## config.mk

```make
export PLATFORM = sky130hd
export DESIGN_NAME = beta_mem_arbiter
export DESIGN_NICKNAME = d
export VERILOG_FILES = /design/src/rtl/beta_pkg.sv /design/src/rtl/beta_arb_priority.sv /design/src/rtl/beta_mem_arbiter.sv
export SDC_FILE = /design/constraint.sdc
export NUM_CORES = 1
export LEC_CHECK = 0
export ABC_CLOCK_PERIOD_IN_PS = 2000
export CORE_AREA = 2 2 121 123
export CTS_CLUSTER_DIAMETER = 60
export DETAILED_ROUTE_END_ITERATION = 8
export DIE_AREA = 0 0 123 125
export GPL_TIMING_DRIVEN = 0
export PLACE_DENSITY = 0.76
export SETUP_SLACK_MARGIN = 0.5
export SYNTH_ARGS = -nofsm -noshare
export SYNTH_HDL_FRONTEND = slang
export SYNTH_SLANG_ARGS = --single-unit
```

## constraint.sdc

```tcl
create_clock -name clk_i -period 2 [get_ports clk_i]
set_input_delay 0.4 -clock clk_i [delete_from_list [all_inputs] [get_ports clk_i]]
set_output_delay 0.4 -clock clk_i [all_outputs]
set_load 0.02 [all_outputs]
```

## src/rtl/beta_pkg.sv

```systemverilog
// Shared types for the beta memory arbiter: FSM state and bus-owner encodings.
package beta_pkg;

  typedef enum logic [1:0] {
    ARB_IDLE,
    ARB_ADDR,
    ARB_RESP
  } arb_state_t;

  typedef enum logic [1:0] {
    OWN_NONE,
    OWN_INSTR,
    OWN_RDATA,
    OWN_WDATA
  } arb_owner_t;

endpackage

```

## src/rtl/beta_arb_priority.sv

```systemverilog
// Combinational winner select: store > load > fetch, unless fetch is starved.
module beta_arb_priority
  import beta_pkg::*;
(
  input  logic       instr_req,
  input  logic       rdata_req,
  input  logic       wdata_req,
  input  logic       starve,
  output arb_owner_t winner
);

  always_comb begin
    winner = OWN_NONE;
    if (instr_req && starve) begin
      winner = OWN_INSTR;
    end else if (wdata_req) begin
      winner = OWN_WDATA;
    end else if (rdata_req) begin
      winner = OWN_RDATA;
    end else if (instr_req) begin
      winner = OWN_INSTR;
    end
  end

endmodule

```

## src/rtl/beta_mem_arbiter.sv

```systemverilog
// Single-outstanding arbiter sharing one memory bus between fetch, load and store.
// Payload is latched at selection so the bus sees stable signals until grant.
//
// state    | meaning
// ARB_IDLE | no transaction; pick a winner and latch its payload
// ARB_ADDR | mem_req_o high, waiting for grant (rvalid may coincide)
// ARB_RESP | granted, waiting for rvalid
module beta_mem_arbiter
  import beta_pkg::*;
#(
  parameter int DataWidth    = 32,
  parameter int AddressWidth = 32,
  parameter int StarveLimit  = 4
) (
  input  logic                      clk_i,
  input  logic                      rstn_i,
  input  logic                      instr_req_i,
  input  logic [AddressWidth-1:0]   instr_addr_i,
  output logic                      instr_ready_o,
  output logic                      instr_valid_o,
  output logic [DataWidth-1:0]      instr_rdata_o,
  input  logic                      rdata_req_i,
  input  logic [AddressWidth-1:0]   rdata_addr_i,
  input  logic [DataWidth/8-1:0]    rdata_strb_i,
  output logic                      rdata_ready_o,
  output logic                      rdata_valid_o,
  output logic [DataWidth-1:0]      rdata_data_o,
  input  logic                      wdata_req_i,
  input  logic [AddressWidth-1:0]   wdata_addr_i,
  input  logic [DataWidth-1:0]      wdata_data_i,
  input  logic [DataWidth/8-1:0]    wdata_strb_i,
  output logic                      wdata_ready_o,
  output logic                      wdata_valid_o,
  output logic                      mem_req_o,
  output logic                      mem_we_o,
  output logic [AddressWidth-1:0]   mem_addr_o,
  output logic [DataWidth-1:0]      mem_wdata_o,
  output logic [DataWidth/8-1:0]    mem_strb_o,
  input  logic                      mem_gnt_i,
  input  logic                      mem_rvalid_i,
  input  logic [DataWidth-1:0]      mem_rdata_i,
  output logic                      arb_busy_o
);

  localparam int StrbWidth = DataWidth / 8;
  localparam int CntWidth  = $clog2(StarveLimit + 1);

  arb_state_t                state_q, state_d;
  arb_owner_t                owner_q, winner;
  logic [AddressWidth-1:0]   addr_q, sel_addr;
  logic [DataWidth-1:0]      wdata_q;
  logic [StrbWidth-1:0]      strb_q, sel_strb;
  logic                      we_q;
  logic [CntWidth-1:0]       starve_cnt;
  logic                      starve;
  logic                      select;
  logic                      gnt_hit;
  logic                      rsp_hit;

  assign starve = (starve_cnt == CntWidth'(StarveLimit));
  assign select = (state_q == ARB_IDLE) && (winner != OWN_NONE);

  beta_arb_priority u_priority (
    .instr_req (instr_req_i),
    .rdata_req (rdata_req_i),
    .wdata_req (wdata_req_i),
    .starve    (starve),
    .winner    (winner)
  );

  always_comb begin
    sel_addr = instr_addr_i;
    sel_strb = '1;
    case (winner)
      OWN_RDATA: begin
        sel_addr = rdata_addr_i;
        sel_strb = rdata_strb_i;
      end
      OWN_WDATA: begin
        sel_addr = wdata_addr_i;
        sel_strb = wdata_strb_i;
      end
      default: ;
    endcase
  end

  always_comb begin
    state_d = state_q;
    case (state_q)
      ARB_IDLE: if (winner != OWN_NONE) state_d = ARB_ADDR;
      ARB_ADDR: if (mem_gnt_i) state_d = mem_rvalid_i ? ARB_IDLE : ARB_RESP;
      ARB_RESP: if (mem_rvalid_i) state_d = ARB_IDLE;
      default:  state_d = ARB_IDLE;
    endcase
  end

  always_ff @(posedge clk_i or negedge rstn_i) begin
    if (!rstn_i) begin
      state_q    <= ARB_IDLE;
      owner_q    <= OWN_NONE;
      addr_q     <= '0;
      wdata_q    <= '0;
      strb_q     <= '0;
      we_q       <= 1'b0;
      starve_cnt <= '0;
    end else begin
      state_q <= state_d;
      if (select) begin
        owner_q <= winner;
        addr_q  <= sel_addr;
        wdata_q <= (winner == OWN_WDATA) ? wdata_data_i : '0;
        strb_q  <= sel_strb;
        we_q    <= (winner == OWN_WDATA);
        if (winner == OWN_INSTR) begin
          starve_cnt <= '0;
        end else if (instr_req_i && !starve) begin
          starve_cnt <= starve_cnt + CntWidth'(1);
        end
      end
    end
  end

  // Handshake pulses come straight from the bus so the owner sees them the same cycle.
  assign gnt_hit = (state_q == ARB_ADDR) && mem_gnt_i;
  assign rsp_hit = ((state_q == ARB_RESP) && mem_rvalid_i) || (gnt_hit && mem_rvalid_i);

  assign instr_ready_o = gnt_hit && (owner_q == OWN_INSTR);
  assign rdata_ready_o = gnt_hit && (owner_q == OWN_RDATA);
  assign wdata_ready_o = gnt_hit && (owner_q == OWN_WDATA);
  assign instr_valid_o = rsp_hit && (owner_q == OWN_INSTR);
  assign rdata_valid_o = rsp_hit && (owner_q == OWN_RDATA);
  assign wdata_valid_o = rsp_hit && (owner_q == OWN_WDATA);

  assign instr_rdata_o = mem_rdata_i;
  assign rdata_data_o  = mem_rdata_i;

  assign mem_req_o   = (state_q == ARB_ADDR);
  assign mem_we_o    = we_q;
  assign mem_addr_o  = addr_q;
  assign mem_wdata_o = wdata_q;
  assign mem_strb_o  = strb_q;
  assign arb_busy_o  = (state_q != ARB_IDLE);

endmodule

```

# After elaboration in Yosys (flattened, before gate mapping)

Index checks and enable logic that the tools add are counted.

Output and inout port bits: 141
Input port bits: 175
Logic and storage cells: 54
Register bits after elaboration: 76

Add/sub/neg operators: 1
Eq/ne operators: 12
Reductions and logical operators: 20
Mux-type cells: 14

Operators with widths:

| operator                                                        | count |
|---|---|
| 32-bit case mux with 2 select lines                             | 1 |
| 32-bit 2-to-1 mux                                               | 1 |
| 2-bit 2-to-1 mux                                                | 7 |
| 1-bit logical AND                                               | 12 |
| 2-bit == test, second input constant                            | 5 |
| 4-bit case mux with 2 select lines                              | 1 |
| 2-bit by 1-bit == test with 1-bit output, second input constant | 3 |
| 3-bit 2-to-1 mux                                                | 2 |
| 2-bit case mux with 3 select lines                              | 1 |
| 2-bit nonzero test                                              | 3 |
| 2-bit by 1-bit != test with 1-bit output, second input constant | 2 |
| 3-bit by 1-bit adder with 3-bit output, second input constant   | 1 |
| 3-bit == test, second input constant                            | 1 |
| 3-bit AND reduction                                             | 1 |
| 2-bit logical NOT                                               | 1 |
| 2-bit != test, second input constant                            | 1 |
| 2-bit AND reduction                                             | 1 |
| 1-bit logical NOT                                               | 1 |
| 1-bit logical OR                                                | 1 |
| 1-bit 2-to-1 mux                                                | 1 |

# Logic depth before layout (Yosys ltp)

Word-level depth: 7
Mapped depth: 7
Gate-level depth less buffers: 5

# Modules after synthesis

From an unflattened synthesis, not the netlist that was laid out.

Cell total of the unflattened synthesis: 457
Area, all modules: 4493.1 um2

Modules (own cells, without submodules):

| module            | seq. area each (um2) | instances | area an instance (um2) | cells each |
|---|---|---|---|---|
| beta_mem_arbiter  | 1901.8               | 1         | 4470.5                 | 453 |
| beta_arb_priority | 0.0                  | 1         | 22.5                   | 4 |

# Worst setup path before layout

No wires, ideal clock.

Path type: reg-to-reg
Start point: reg starve_cnt[0]
End point: reg strb_q[0] (netlist: mem_strb_o[0])
Arrival time: 1487 ps
Stages on the path, launching flop included: 8
Path slack: 388 ps
Data required time: 1875 ps
Path buffers: 2
Setup time: 125 ps
Clock period less this slack: 1612 ps
Path through: dfrtp_1 inv_1 ha_1 nand3_1 buf_2 clkbuf_1 o21ai_0 mux2_4

Longest elaborated chain between the ends: 5
Elaborated cells between the ends (all ways): 8
Those cells by class: eq/ne (3); mux (2); reduce/logical (3)

RTL lines:

| item                                                                    | RTL line                                       | source |
|---|---|---|
| start: declaration                                                      | beta_mem_arbiter.sv:54                         | `logic [CntWidth-1:0] starve_cnt;` |
| start signal: assignment                                                | beta_mem_arbiter.sv:117                        | `starve_cnt <= starve_cnt + CntWidth'(1);` |
| 3-bit == test *                                                         | beta_mem_arbiter.sv:60                         | `assign starve = (starve_cnt == CntWidth'(StarveLimit));` |
| 1-bit logical AND *                                                     | beta_arb_priority.sv:14                        | `if (instr_req && starve) begin` |
| 2-bit 2-to-1 mux *                                                      | beta_arb_priority.sv:14                        |  |
| 2-bit == test or 2-bit nonzero test (tied branches)                     | beta_mem_arbiter.sv:74, beta_mem_arbiter.sv:61 |  |
| 4-bit case mux with 2 select lines or 1-bit logical AND (tied branches) | beta_mem_arbiter.sv:74, beta_mem_arbiter.sv:61 |  |
| end signal: assignment                                                  | beta_mem_arbiter.sv:112                        | `strb_q <= sel_strb;` |
| end: declaration                                                        | beta_mem_arbiter.sv:52                         | `logic [StrbWidth-1:0] strb_q, sel_strb;` |

Every way passes the cells marked *; elsewhere a longest branch is shown, timed or not.
A chain may end at the register's enable or synchronous reset.

# Final worst setup path

Start point: reg state_q[1]
End point: out arb_busy_o

Longest elaborated chain between the ends: 1

RTL lines:

| item                     | RTL line                | source |
|---|---|---|
| start: declaration       | beta_mem_arbiter.sv:48  | `arb_state_t state_q, state_d;` |
| start signal: assignment | beta_mem_arbiter.sv:107 | `state_q <= state_d;` |
| 2-bit nonzero test       | beta_mem_arbiter.sv:142 | `assign arb_busy_o = (state_q != ARB_IDLE);` |
| end: declaration         | beta_mem_arbiter.sv:42  | `output logic arb_busy_o` |

Every way passes these cells.

==> key figures <==
Power and ir drop
  • Sw Share: 0.382
  • Pwr/cell area: 1150 mW/mm^2
  • Clock Power Share: 0.154
  • Net Switching: 3.92 mW
  • Gate power share: 0.589
  • P_leak: 4.00 nW
  • Pint: 6.33 mW
  • Sequential group share of total power: 0.257
  • Peak VDD IR: 0.761 mV

Cells and area
  • Fill count: 1,214
  • Layout cells sized above 1: 0.255
  • Final core occ: 0.628
  • Nets@finish: 1,014
  • Diode count: 0
  • Area delta synth->final: 90.4%

STA
  • RSZ-0062 raised after global routing: yes
  • Clock skew: 7.25 ps
  • Peak Freq: 0.535 GHz
  • Tightest Pin Transition: 681 ps
  • Relative slew slack: 0.546
  • Final Worst Setup Slack: 132 ps
  • Crit share post-route: 0.934
  • Final Max Tran Viols: 0
  • Min Tclk post-route: 1870 ps
  • Final hold vios: 0
  • # setup viols final: 0

Min path
  • Worst hold path type: in -> reg

Die
  • Initial core utilization: 0.330
  • Core area: 0.0142 mm^2
  • Die width: 123 um
  • Die Y: 125 um
  • Std cell rows: 44
  • # IOs: 316
  • Die area: 0.0154 mm^2

Setup path
  • CP Class: reg -> out
  • Slowest CP cell: dfrtp_2
  • Setup crit start kind: register
  • CP max stage delay: 430 ps
  • WP data arrival: 1470 ps
  • Top Family by Delay on Critical Path: buffers and inverters
  • WP data required: 1600 ps
  • Endpoint class of the critical path: output port
  • Worst-path fanout max: 6
  • WP buf/inv: 5
  • Critical-path cell list: buf_4, nor2_4, buf_8, buf_8, inv_2, buf_4

CTS
  • Clock buffer depth: 2
  • Clock Latency Late Sink: 350 ps
  • CTS tree: built
  • Inserted Clock Buffers: 9
  • CTS clk-pin slew, worst paths: 60 ps
  • H-tree Lvls: 3
  • Root Buffer: clkbuf_16
  • CTS Sinks: 76

Run
  • Max Cap Viol: 0

Synth
  • Synth area leaders: dfrtp_1, buf_4, a22o_1, o221ai_1, o22a_1
  • Register area share after synthesis: 0.406
  • Synth Instances: 497
  • Mapped Avg Cell Area: 9.43 um^2
  • Synth cell types: 37
  • Synth area leader: dfrtp_1
  • Top-area cell type share of the netlist area: 0.406
  • Mapped Nets: 674
  • Synthesized flop and latch total: 76
  • Syn Std Cell Area: 0.00469 mm^2
  • YS warnings: 0

Drt
  • Antenna-violating nets left: 0
  • Initial DRC Count: 168
  • Top Metal Used: met4
  • WL met3: 1430 um
  • Vias per cell: 4.86
  • DRT met1 WL: 7330 um
  • Residual DRC: 0
  • Drt pass-1 iters: 4
  • Final WL: 18,200 um
  • Wire length on met2: 9050 um
  • WL/cell: 17.7 um
  • Via count: 4,983

Place
  • Placer congestion estimate: 0.778
  • IO Port Bufs: 283
  • Hpwl dp: 12,500 um
  • Post-Place Worst Slack: -419 ps

GRT
  • Gr usage total: 0.224
  • First-pass GRT wire length: 26,700 um
  • Number of global-route vias before repair: 4,993
  • GRT overflow: 0
  • Largest net degree at the start of global routing: 51
  • Initial antenna violation count: 0

Run status
  • Status: complete, no violations
## cell families (layout without fill, tap and decap cells)
logic type | Yosys count | count (layout) | synth area share
buf+inv | 143 | 488 | 0.179
simple gates | 126 | 126 | 0.157
fa+ha+maj | 2 | 2 | 0.00534
mux | 6 | 6 | 0.0174
flops | 76 | 76 | 0.406
compound gates | 144 | 144 | 0.236
## flip-flops by register name (all words and copies together) (netlist names)
name         cells
mem_wdata_o     32
mem_strb_o       4
state_q          2
mem_addr_o      32
owner_q          2
starve_cnt       3
mem_we_o         1
## final cells by class
class,instances,area [um^2],share of cell area
Inverter,36,135,0.0151
Clock inverter,6,50.0,0.00561
Clock buffer,10,239,0.0268
Multi-Input combinational cell,278,2140,0.240
Sequential cell,76,1900,0.213
Timing Repair Buffer,329,3290,0.368
Tap cell,184,230,0.0258
Buffer,107,940,0.105
## final timing paths
check,cells after the start,slack [ps],startpoint,endpoint
max in group asynchronous,3,880,rstn_i,state_q[0]$_DFFE_PN0P_
min in group asynchronous,2,520,rstn_i,mem_addr_o[30]$_DFFE_PN0P_
worst max register to register,7,400,state_q[1]$_DFFE_PN0P_,mem_strb_o[3]$_DFFE_PN0P_
worst max-delay path,6,130,state_q[1]$_DFFE_PN0P_,arb_busy_o
worst min-delay path,2,380,mem_gnt_i,state_q[0]$_DFFE_PN0P_
worst min register to register,1,480,mem_we_o$_DFFE_PN0P_,mem_we_o$_DFFE_PN0P_
## Yosys cell counts
cell       count
a21bo_2        1
or3b_1         1
o221ai_1      32
nand4_1        1
inv_2          1
nor2_1         8
buf_4         66
nor2b_1       36
buf_6          5
buf_2         12
or2_1          1
o21ai_0        4
buf_1          1
o2bb2ai_1      1
o21ai_2        1
dfrtp_1       76
o22a_1        32
mux2_2         1
nand3b_1      33
mux2_4         4
clkbuf_1      23
o21a_1         2
nor3b_1        4
nand4b_1       1
a31oi_1        1
a22o_1        33
nor2_2         1
nand2_1       33
nand3_1        1
inv_1         35
and3_1         2
a21oi_1       35
nand2b_1       4
mux2i_1        1
a21o_1         1
o21ai_1        1
ha_1           2
## routing by layer
layer  up-vias  GRT usage
met3        25     0.0630
met4         0     0.0689
met1      2384      0.274
met2       196      0.379
li1       2378          -
met5         -          0
## stage by stage
stage                     cells  area [um^2]  power (mW)  hold WS (ps)  setup TNS (ps)
final                      1026         8930        10.2           376               0
after global routing       1026         8930        10.8           399               0
after CTS                  1003         8390        9.47           374               0
after detailed placement    965         7790        7.78           358          -10600
after global placement      964         7760        7.70           460         -185440
after floorplan             497         4700        5.42           104               0
## power groups by stage
stage	clock [mW]	sequential (mW)	combinational (mW)
detailed placement	0	2.65	5.13
finish	1.58	2.64	6.03
global route	1.69	2.72	6.40
global placement	0	2.63	5.06
floorplan	0	3.38	2.03
CTS	1.61	2.62	5.23
## cells in the final DEF (no fill, tap or decap), types with 3 or more instances in the layout
cell type / count
a21oi_1: 34
a22o_1: 33
buf_12: 4
buf_2: 5
buf_4: 97
buf_6: 15
buf_8: 15
clkbuf_1: 7
clkbuf_16: 17
clkbuf_2: 9
clkdlybuf4s15_1: 7
clkdlybuf4s50_1: 199
clkinv_4: 4
dfrtp_1: 74
dlygate4sd2_1: 64
inv_1: 32
inv_2: 4
mux2_4: 4
nand2_1: 33
nand2b_1: 3
nand3b_1: 33
nor2_1: 4
nor2_2: 3
nor2b_1: 35
nor3b_1: 4
o21ai_0: 4
o221ai_1: 15
o221ai_2: 16
o22a_1: 32
## repair_timing
item	CTS	global route
setup buffers	16	15
hold buffers	1	0
gates resized for setup	183	82
cloned	5	8
setup endpoints to repair	149	79
pin swaps	5	13
hold endpoints to repair	26	0
## worst register-to-register path, stage by stage (launching register included)
cell and delay, ps:
dfrtp_2 430, buf_4 150, nor2_4 130, buf_6 120, o21a_4 140, buf_8 130, buf_4 110, mux2_4 280
Power figures use the tool's default switching activity.
